**config.mk**
```make
export PLATFORM = sky130hd
export DESIGN_NAME = hilo_mult_unit
export DESIGN_NICKNAME = d
export VERILOG_FILES = /design/src/rtl/hilo_mult_unit_pkg.sv /design/src/rtl/mult_shift_add_core.sv /design/src/rtl/hilo_mult_unit.sv
export SDC_FILE = /design/constraint.sdc
export NUM_CORES = 1
export LEC_CHECK = 0
export ABC_AREA = 1
export CAP_MARGIN = 20
export CORE_MARGIN = 2
export CORE_UTILIZATION = 30
export DETAILED_ROUTE_END_ITERATION = 10
export PLACE_DENSITY = 0.57
export REMOVE_ABC_BUFFERS = 1
export SYNTH_ARGS = -nofsm -noshare
export SYNTH_HDL_FRONTEND = slang
export SYNTH_SLANG_ARGS = --single-unit
```
**constraint.sdc**
```tcl
create_clock -name clk -period 2.9 [get_ports clk]
set_clock_uncertainty 0.1 [all_clocks]
set_input_delay 0.725 -clock clk [delete_from_list [all_inputs] [get_ports clk]]
set_output_delay 0.725 -clock clk [all_outputs]
set_load 0.03 [all_outputs]
```
**src/rtl/hilo_mult_unit_pkg.sv**
```systemverilog
// Shared definitions for the HI/LO multiply unit and the decode logic that drives it.
// Holds FSM encoding, result-select codes, funct codes and the iteration count.
package hilo_mult_unit_pkg;

  typedef enum logic [1:0] {
    ST_IDLE = 2'b00,
    ST_CALC = 2'b01,
    ST_FIX  = 2'b10
  } state_e;

  localparam logic [1:0] MUX_ALU = 2'b00;
  localparam logic [1:0] MUX_HI  = 2'b01;
  localparam logic [1:0] MUX_LO  = 2'b10;

  localparam logic [5:0] FUNCT_MULT = 6'd24;
  localparam logic [5:0] FUNCT_MFHI = 6'd16;
  localparam logic [5:0] FUNCT_MFLO = 6'd18;

  localparam int MULT_CYCLES = 32;

  // Magnitude as unsigned 32 bits; 0x80000000 maps to 2^31 without overflow.
  function automatic logic [31:0] mag32(input logic [31:0] v);
    return v[31] ? (~v + 32'd1) : v;
  endfunction

endpackage

```
**src/rtl/mult_shift_add_core.sv**
```systemverilog
// Unsigned 32x32 shift-add datapath: one partial product per step, 64-bit accumulator.
// load clears the accumulator/counter and latches operand magnitudes; last flags the final step.
module mult_shift_add_core
  import hilo_mult_unit_pkg::*;
(
  input  logic        clk,
  input  logic        rst_n,
  input  logic        load,
  input  logic        step,
  input  logic [31:0] mcand_in,
  input  logic [31:0] mplier_in,
  output logic [63:0] acc,
  output logic        last
);

  logic [63:0] mcand_sh;
  logic [31:0] mplier_sh;
  logic [5:0]  cnt;

  assign last = step && (cnt == 6'(MULT_CYCLES - 1));

  always_ff @(posedge clk or negedge rst_n) begin
    if (!rst_n) begin
      acc       <= '0;
      mcand_sh  <= '0;
      mplier_sh <= '0;
      cnt       <= '0;
    end else if (load) begin
      acc       <= '0;
      mcand_sh  <= {32'd0, mcand_in};
      mplier_sh <= mplier_in;
      cnt       <= '0;
    end else if (step) begin
      // Multiplier LSB gates the shifted multiplicand into the running sum.
      if (mplier_sh[0])
        acc <= acc + mcand_sh;
      mcand_sh  <= {mcand_sh[62:0], 1'b0};
      mplier_sh <= {1'b0, mplier_sh[31:1]};
      cnt       <= cnt + 6'd1;
    end
  end

endmodule

```
**src/rtl/hilo_mult_unit.sv**
```systemverilog
// Signed multiply unit with HI/LO registers, IDLE/CALC/FIX sequencer and writeback mux.
// 34-cycle latency from accepted start to HI/LO update; stall holds dependent instructions.
module hilo_mult_unit
  import hilo_mult_unit_pkg::*;
(
  input  logic        clk,
  input  logic        rst_n,
  input  logic        start,
  input  logic [1:0]  alu_mux,
  input  logic [31:0] op_a,
  input  logic [31:0] op_b,
  input  logic [31:0] alu_result,
  output logic [31:0] result,
  output logic        busy,
  output logic        stall,
  output logic        done
);

  state_e      state;
  logic [31:0] hi;
  logic [31:0] lo;
  logic        sign;
  logic [63:0] acc;
  logic [63:0] product;
  logic        last;
  logic        accept;

  assign accept  = (state == ST_IDLE) && start;
  assign product = sign ? (~acc + 64'd1) : acc;

  mult_shift_add_core u_core (
    .clk       (clk),
    .rst_n     (rst_n),
    .load      (accept),
    .step      (state == ST_CALC),
    .mcand_in  (mag32(op_a)),
    .mplier_in (mag32(op_b)),
    .acc       (acc),
    .last      (last)
  );

  always_ff @(posedge clk or negedge rst_n) begin
    if (!rst_n) begin
      state <= ST_IDLE;
      hi    <= '0;
      lo    <= '0;
      sign  <= 1'b0;
      busy  <= 1'b0;
      done  <= 1'b0;
    end else begin
      case (state)
        ST_IDLE: begin
          done <= 1'b0;
          if (start) begin
            sign  <= op_a[31] ^ op_b[31];
            busy  <= 1'b1;
            state <= ST_CALC;
          end
        end
        ST_CALC: begin
          if (last) begin
            done  <= 1'b1;
            state <= ST_FIX;
          end
        end
        ST_FIX: begin
          hi    <= product[63:32];
          lo    <= product[31:0];
          done  <= 1'b0;
          busy  <= 1'b0;
          state <= ST_IDLE;
        end
        default: begin
          done  <= 1'b0;
          busy  <= 1'b0;
          state <= ST_IDLE;
        end
      endcase
    end
  end

  always_comb begin
    result = alu_result;
    case (alu_mux)
      MUX_HI:  result = hi;
      MUX_LO:  result = lo;
      default: result = alu_result;
    endcase
  end

  assign stall = busy && (start || alu_mux == MUX_HI || alu_mux == MUX_LO);

endmodule

```
# After elaboration in Yosys (flattened, before gate mapping)
# Index checks and enable logic that the tools add are counted.
# totals
ram_bits	0
reg_bits	235
latchBits	0
inputBits	101
mem_bits_ro	0
mem_count	0
out_inout_bits	35
# op_classes
mul	0
shifts	0
reduce_logical	12
mux	20
bitwise	5
n_addsub	5
magnitude_cmp	0
div	0
n_eq_ne	7
# ops
cell	n
64-bit two-way mux	6
32-bit two-way mux	4
32-bit by 1-bit adder with 32-bit output (second input constant)	2
64-bit by 1-bit adder with 64-bit output (second input constant)	1
64-bit adder	1
32-bit NOT	2
64-bit NOT	1
32-bit one-hot mux with 2 select lines	1
6-bit two-way mux	2
2-bit AND reduction	4
6-bit by 1-bit adder with 6-bit output (second input constant)	1
6-bit by 5-bit == test with 1-bit output (second input constant)	1
2-bit by 1-bit == test with 1-bit output (second input constant)	2
2-bit == test (second input constant)	2
2-bit two-way mux	2
2-bit != test (second input constant)	2
2-bit one-hot mux with 2 select lines	1
2-bit nonzero test	2
1-bit logical AND	3
1-bit two-way mux	3
2-bit logical NOT	1
1-bit logical OR	2
1-bit one-hot mux with 2 select lines	1
1-bit NOT	1
1-bit bitwise XOR	1

# Depth between registers and ports, before layout
# Gate-level depths: netlist (run 1).
# depth
depth_word	4
mapped_depth	16
depth_no_buf	16

# By module
# Synthesis (run 1) repeated with hierarchy kept, for this count alone.
# unflattened
cells_unflattened	3225
area_unflattened_um2	19705.1
# modules_own_cells
mod	seq_area_each_um2	cells_per_inst	n_inst	area_each_um2
mult_shift_add_core	4154.0	1986	1	12470.7
hilo_mult_unit	1726.7	1239	1	7234.4

# Least setup slack after synthesis (run 1)
# OpenSTA, ideal clock, no wires.
# synth_timing
kind	input -> output
start	input alu_mux[0]
end	output result[0]
cell_stages	7
t_arrival_ns	2.096
setup_slack_ns	-0.021
required_time_ns	2.075
n_path_buf	2
cell_sequence	inv_1 -> ha_1 -> clkbuf_1 -> inv_1 -> clkbuf_1 -> nor2_1 -> a21oi_1
# synth_between
elab_chain_len	2
word_cells_on_any_way	3
classes_between	2 x eq/ne; 1 x mux
# synth_rtl
item	line_no	text
start: declaration	hilo_mult_unit.sv:9	input logic [1:0] alu_mux,
2-bit == test / 2-bit by 1-bit == test with 1-bit output (equally long branches)	hilo_mult_unit.sv:84	case (alu_mux)
32-bit one-hot mux with 2 select lines *	hilo_mult_unit.sv:84	
end: declaration	hilo_mult_unit.sv:13	output logic [31:0] result,
# Every way passes the cells marked *; elsewhere a longest branch is shown, timed or not.

# Final worst setup path (run 1)
# layout_timing
start	input alu_mux[1]
end	output result[10]
# The elaborated chain is that of the path after synthesis.

==> impl_metrics.toml, run 1 <==
[pwr]
powerDensity_mw_per_mm2 = 1040
leakage_nw = 12.1
ir_worst_vdd_mv = 0.491
p_total_mw = 24.4

[critical_path]
cpMaxStageDelayCell = "ha_4"
rr_worst_depth = 12
r2r-start = "u_core.acc[10]"
crit_chain = "dlygate4sd2_1 > ha_4 > inv_6 > bufbuf_16 > nor2_1 > a21oi_1 > buf_4"
end_kind = "output pin"
cp-start-kind = "input pin"
cp_max_fo = 11
rr_endpoint = "u_core.acc[59]"
critical-path-max-stage-delay_ns = 0.33
criticalPathCategory = "in -> out"
cp.required_ns = 2.08
crit_arrival_ns = 1.97
r2r_slack_ns = 0.21

[min_path]
worstHoldPathCells = 1
hold_class = "reg -> reg"
worstHoldEndpoint = "state[1]"
worstHoldStart = "u_core.cnt[5]"

[floorplanning]
fp.dieArea_mm2 = 0.0677
boundaryPins = 136
die_x_um = 260
start_util_pct = 30.4
die_y_um = 260
core_area_mm2 = 0.0647
num_rows = 93

[sta]
max-slew-margin-rel_pct = 49.0
rsz0062_at_grt = "false"
period_share_pct = 96.3
worst_pin_slew_ns = 0.764
final.min_clock_period_ns = 2.79
finalSetupViolations = 0
finalHoldViolCount = 0
worst_hold_slack_ns = 0.341
final-max-slew-violation-count = 0
fmax_mhz = 358

[global_routing]
grt_max_degree = 73
grt_pass1_vias = 19200
grt_pass1_wl_um = 108000
antenna_found_initial = 5
grt_usage_pct = 20.2
grt_overflow = 0

[detailed_routing]
first_iter_violations = 1575
viasPerCell = 4.73
dr.pass1.iters = 5
drt.antenna.violating_nets = 0
vias = 20200
wl_per_cell_um = 16.0
drcViolationCount = 0
wl_um = 68300

[clock_tree]
htreeDepth = 1
insertion_delay_ns = 0.59
cts_buffer_depth = 3
clock-sinks = 235
cts_tree = "done"
clock-root-buffer = "clkbuf_16"
cts_buffers = 31
cts.clk_slew.worst_paths_ns = 0.06
postCtsSetupBuffers = 0

[yosys]
ys_seq_area_share_pct = 29.9
syn_inst = 3265
yosys-top-cells-count = "1123 x nand2_1, 517 x inv_1, 345 x nor2_1, 235 x dfrtp_1, 213 x nand3_1"
ys_ff_latch = 235
synthFlopType = "dfrtp_1"
synth-edff-count = 0
postSynthAreaPerCell_um2 = 6.03
synth.area.top_cells = "dfrtp_1 30%, nand2_1 21%, inv_1 9.9%"
synth.most_common_cell = "nand2_1"
ys_async_sr_fraction_pct = 100
yosysTopAreaCellShare_pct = 29.9
ys_warn_count = 0
yosysTopAreaCell = "dfrtp_1"
syn-cell-area_mm2 = 0.0197
synth.distinct_cells = 52

[status]
outcome = "completed"

[cells_and_area]
fin_nets = 3569
area_delta_synth_final_pct = 18.6
drive_above_1_share_pct = 6.72

[run]
cap_viol_max_count = 0

[place]
port_buffers = 135
dp_hpwl_um = 55300
gp_congestion = 0.951
[worst max-delay path by stage]
stage | startpoint | endpoint | slack [ns] | cells after the start
finish | alu_mux[1] | result[10] | 0.11 | 7
global route | alu_mux[1] | result[26] | 0.01 | 7
CTS | alu_mux[1] | result[16] | 0.08 | 7
detailed placement | alu_mux[0] | result[31] | -0.27 | 8
global placement | alu_mux[0] | result[31] | -0.26 | 7
floorplan | state[0] | u_core.mcand_sh[12] | -0.88 | 7
[kinds of logic after synthesis]
family / after synthesis / synth area share [%]
AOI/OAI and AO/OA: 460 / 12.7
xor gates and xnor gates: 43 / 1.91
adders and majority gates: 70 / 4.49
buffers and inverters: 629 / 12.3
DFF: 235 / 29.9
and+or+nand+nor: 1828 / 38.8
[cell type report]
cell class                 count  area (um^2)
multi-input combinational   2401        11400
tap                          855         1070
timing repair buffer         190         1870
clock inverter                19          245
sequential                   235         5880
clock buffer                  38          832
fill                        7230        41400
inverter                     539         2030
antenna                        2         5.00
[worst max-delay path: cells and delay by family]
kind / cells / cell delay (ns)
buf+inv: 4 / 0.77
fa+ha+maj: 1 / 0.33
simple gates: 1 / 0.09
compound gates: 1 / 0.05
[power breakdown]
part	switching [mW]	internal, mW
clock network	1.59	2.48
logic	9.73	4.70
registers	1.39	4.49
total	12.7	11.7
[state kept, by name, summed over array words and instances (netlist names)]
register,count
u_core.acc,64
sign,1
state,2
lo,32
u_core.mcand_sh,64
done,1
u_core.mplier_sh,32
busy,1
u_core.cnt,6
hi,32
[layout by cell type (no fill, tap or decap), drive strengths merged, types with 13 or more instances in the layout]
cell type and instances:
nor3 39, xor2 40, ha 69, nand4 40
o22ai 47, buf 87, clkdlybuf4s50 99, nand3 220
clkinv 13, clkbuf 38, dfrtp 235, o21ai 207
inv 539, nor2 367, nand2 1138, a21oi 169
[repair_timing]
action | 4_1_cts | 5_1_grt
hold endpoints to repair | 46 | 0
gates cloned | 1 | 0
endpoints found under the setup margin | 33 | 1
pin swaps | 1 | 1
resized for setup | 10 | 1
hold buffers | 1 | 0
[stage by stage]
stage	instances	util, %	cell area [um^2]	TNS [ns]	setup slack (ns)
floorplan	3175	-	19300	-63.49	-0.878
global placement	4218	34.3	22200	-7.33	-0.264
detailed placement	4218	34.3	22200	-7.49	-0.271
CTS	4277	36.1	23300	0	0.0827
global route	4277	36.1	23300	0	0.00982
finish	4279	36.1	23300	0	0.107
[routing by layer]
metal | track usage [%] | share of wire, % | up-vias
li1 | - | - | 10600
met2 | 32.7 | 44 | 517
met4 | 6.65 | 3.7 | 8
met3 | 2.85 | 5.9 | 116
met1 | 27.7 | 46 | 9039
met5 | 0 | 0.079 | -
Note: power is estimated with default switching activity, not from simulation.
==> run 2, diff against run 1 <==
Settings changed: CORE_UTILIZATION 30 to 25, PLACE_DENSITY 0.57 to 0.51, SYNTH_HIERARCHICAL set to 1.
==> impl_metrics.toml, run 2 <==
[status]
outcome = "completed"

[place]
placed_cell_area_mm2 = 0.0227
gp_congestion = 0.955
port_buffers = 135
dp_hpwl_um = 56400
dp.cells = 4386

[sta]
final-max-slew-violation-count = 0
fmax_mhz = 361
final.min_clock_period_ns = 2.77
finalSetupViolations = 0
worst_pin_slew_ns = 0.534
setup_tns_ns = 0
worst_hold_slack_ns = 0.364
period_share_pct = 95.5
finalHoldViolCount = 0
rsz0062_at_grt = "false"
max-slew-margin-rel_pct = 64.4

[yosys]
syn-cell-area_mm2 = 0.0197
ys_warn_count = 6
ys_ff_latch = 235
yosysTopAreaCellShare_pct = 29.8
ys_async_sr_fraction_pct = 100
synth.area.top_cells = "dfrtp_1 30%, nand2_1 24%, inv_1 9.4%"
ys_seq_area_share_pct = 29.8
synthFlopType = "dfrtp_1"
yosysTopAreaCell = "dfrtp_1"
syn_inst = 3225
synth.distinct_cells = 49
yosys-top-cells-count = "1238 x nand2_1, 492 x inv_1, 323 x nor2_1, 235 x dfrtp_1, 185 x nand3_1"
synth.most_common_cell = "nand2_1"
postSynthAreaPerCell_um2 = 6.11
synth-edff-count = 0

[run]
cap_viol_max_count = 0

[cells_and_area]
layoutNonFillerInstCount = 4451
final_common_cell = "nand2_1"
final_cell_mix = "1237 x nand2_1, 488 x inv_1, 320 x nor2_1"
area_delta_synth_final_pct = 21.7
reg_top3 = "u_core/acc: 64 flops, u_core/mcand_sh: 64 flops"
drive_above_1_share_pct = 8.56
fin_nets = 3559
final_area_mm2 = 0.0240

[floorplanning]
boundaryPins = 136
die_y_um = 285
fp.dieArea_mm2 = 0.0811
core_area_mm2 = 0.0777
start_util_pct = 25.4
die_x_um = 285
num_rows = 102

[detailed_routing]
first_iter_violations = 1315
viasPerCell = 4.49
dr.pass1.iters = 5
drcViolationCount = 0
wl_per_cell_um = 15.7
drt.antenna.violating_nets = 0
vias = 20000
wl_um = 69700

[global_routing]
grt_overflow = 0
grt_usage_pct = 17.0
grt_pass1_wl_um = 109000
grt_pass1_vias = 19200
grt_max_degree = 85
antenna_found_initial = 5

[critical_path]
end_kind = "output pin"
crit_arrival_ns = 1.94
cp-start-kind = "input pin"
criticalPathCategory = "in -> out"
cp_max_fo = 5
cp.required_ns = 2.08

[clock_tree]
clock-root-buffer = "clkbuf_16"
htreeDepth = 1
cts_buffer_depth = 3
clock-sinks = 235
cts_tree = "done"
cts.clk_slew.worst_paths_ns = 0.06
cts_buffers = 30
insertion_delay_ns = 0.59

[min_path]
hold_class = "reg -> reg"

[pwr]
p_total_mw = 19.2
ir_worst_vdd_mv = 0.562
powerDensity_mw_per_mm2 = 801
leakage_nw = 12.5
-- run 2: cell type report --
| class | instances | area, um^2 |
|---|---|---|
| flip-flops and latches | 235 | 5880 |
| multi-input cells | 2403 | 11600 |
| inverters | 502 | 1900 |
| well taps | 1040 | 1300 |
| repair buffers | 216 | 2270 |
| clock inverters | 16 | 145 |
| clock buffers | 38 | 862 |
| fillers | 8683 | 53700 |
| diodes | 1 | 2.50 |
-- run 2: kinds of logic after synthesis --
kind of cell	synth area share (%)
flops	29.8
buf+inv	11.4
compound gates	10.4
simple gates	40.6
fa+ha+maj	4.48
xor+xnor	3.29
-- run 2: final timing paths --
| check | cells after the start | to | slack (ns) | start |
|---|---|---|---|---|
| worst min-delay path | 1 | u_core/cnt[4] | 0.36 | u_core/cnt[4] |
| worst min register to register | 1 | u_core/cnt[4] | 0.36 | u_core/cnt[4] |
| max in group asynchronous | 3 | hi[14] | 1.46 | rst_n |
| worst max-delay path | 9 | result[19] | 0.13 | alu_mux[0] |
| min in group asynchronous | 2 | u_core/acc[40] | 0.56 | rst_n |
| worst max register to register | 12 | u_core/acc[55] | 0.27 | u_core/acc[28] |
-- run 2: timing repair --
item | in CTS | in global routing
buffers inserted | 4 | 0
resized for setup | 23 | 3
setup endpoints to repair | 33 | 17
hold buffers | 1 | 0
pin swaps | 1 | 1
gates cloned | 5 | 0
endpoints found under the hold margin | 38 | 0
-- run 2: metrics by stage --
stage	utilization, %	worst slack [ns]
detailed placement	29.2	-0.241
finish	30.9	0.131
CTS	30.9	0.00666
global placement	29.2	-0.240
floorplan	-	-1.61
global route	30.8	0.0561
-- run 2: layer usage --
metal / wire length (um) / GRT usage [%] / vias up
met1: 32600 / 22.9 / 9052
met3: 3480 / 2.40 / 98
met4: 1900 / 4.33 / 10
li1: - / - / 10400
met5: 58 / 0 / -
met2: 31700 / 28.5 / 460
-- run 2: report_power, final --
part,internal (mW),switching [mW]
Sequential,4.13,1.11
Clock,2.26,1.53
Combinational,3.47,6.71
Total,9.87,9.35
-- run 2: worst max-delay path, stage by stage --
cell and delay (ns):
clkbuf_2 0.10, inv_2 0.04, ha_4 0.25, buf_12 0.14, inv_12 0.07, bufbuf_16 0.25, nor2_1 0.04, a21oi_1 0.12
buf_4 0.18
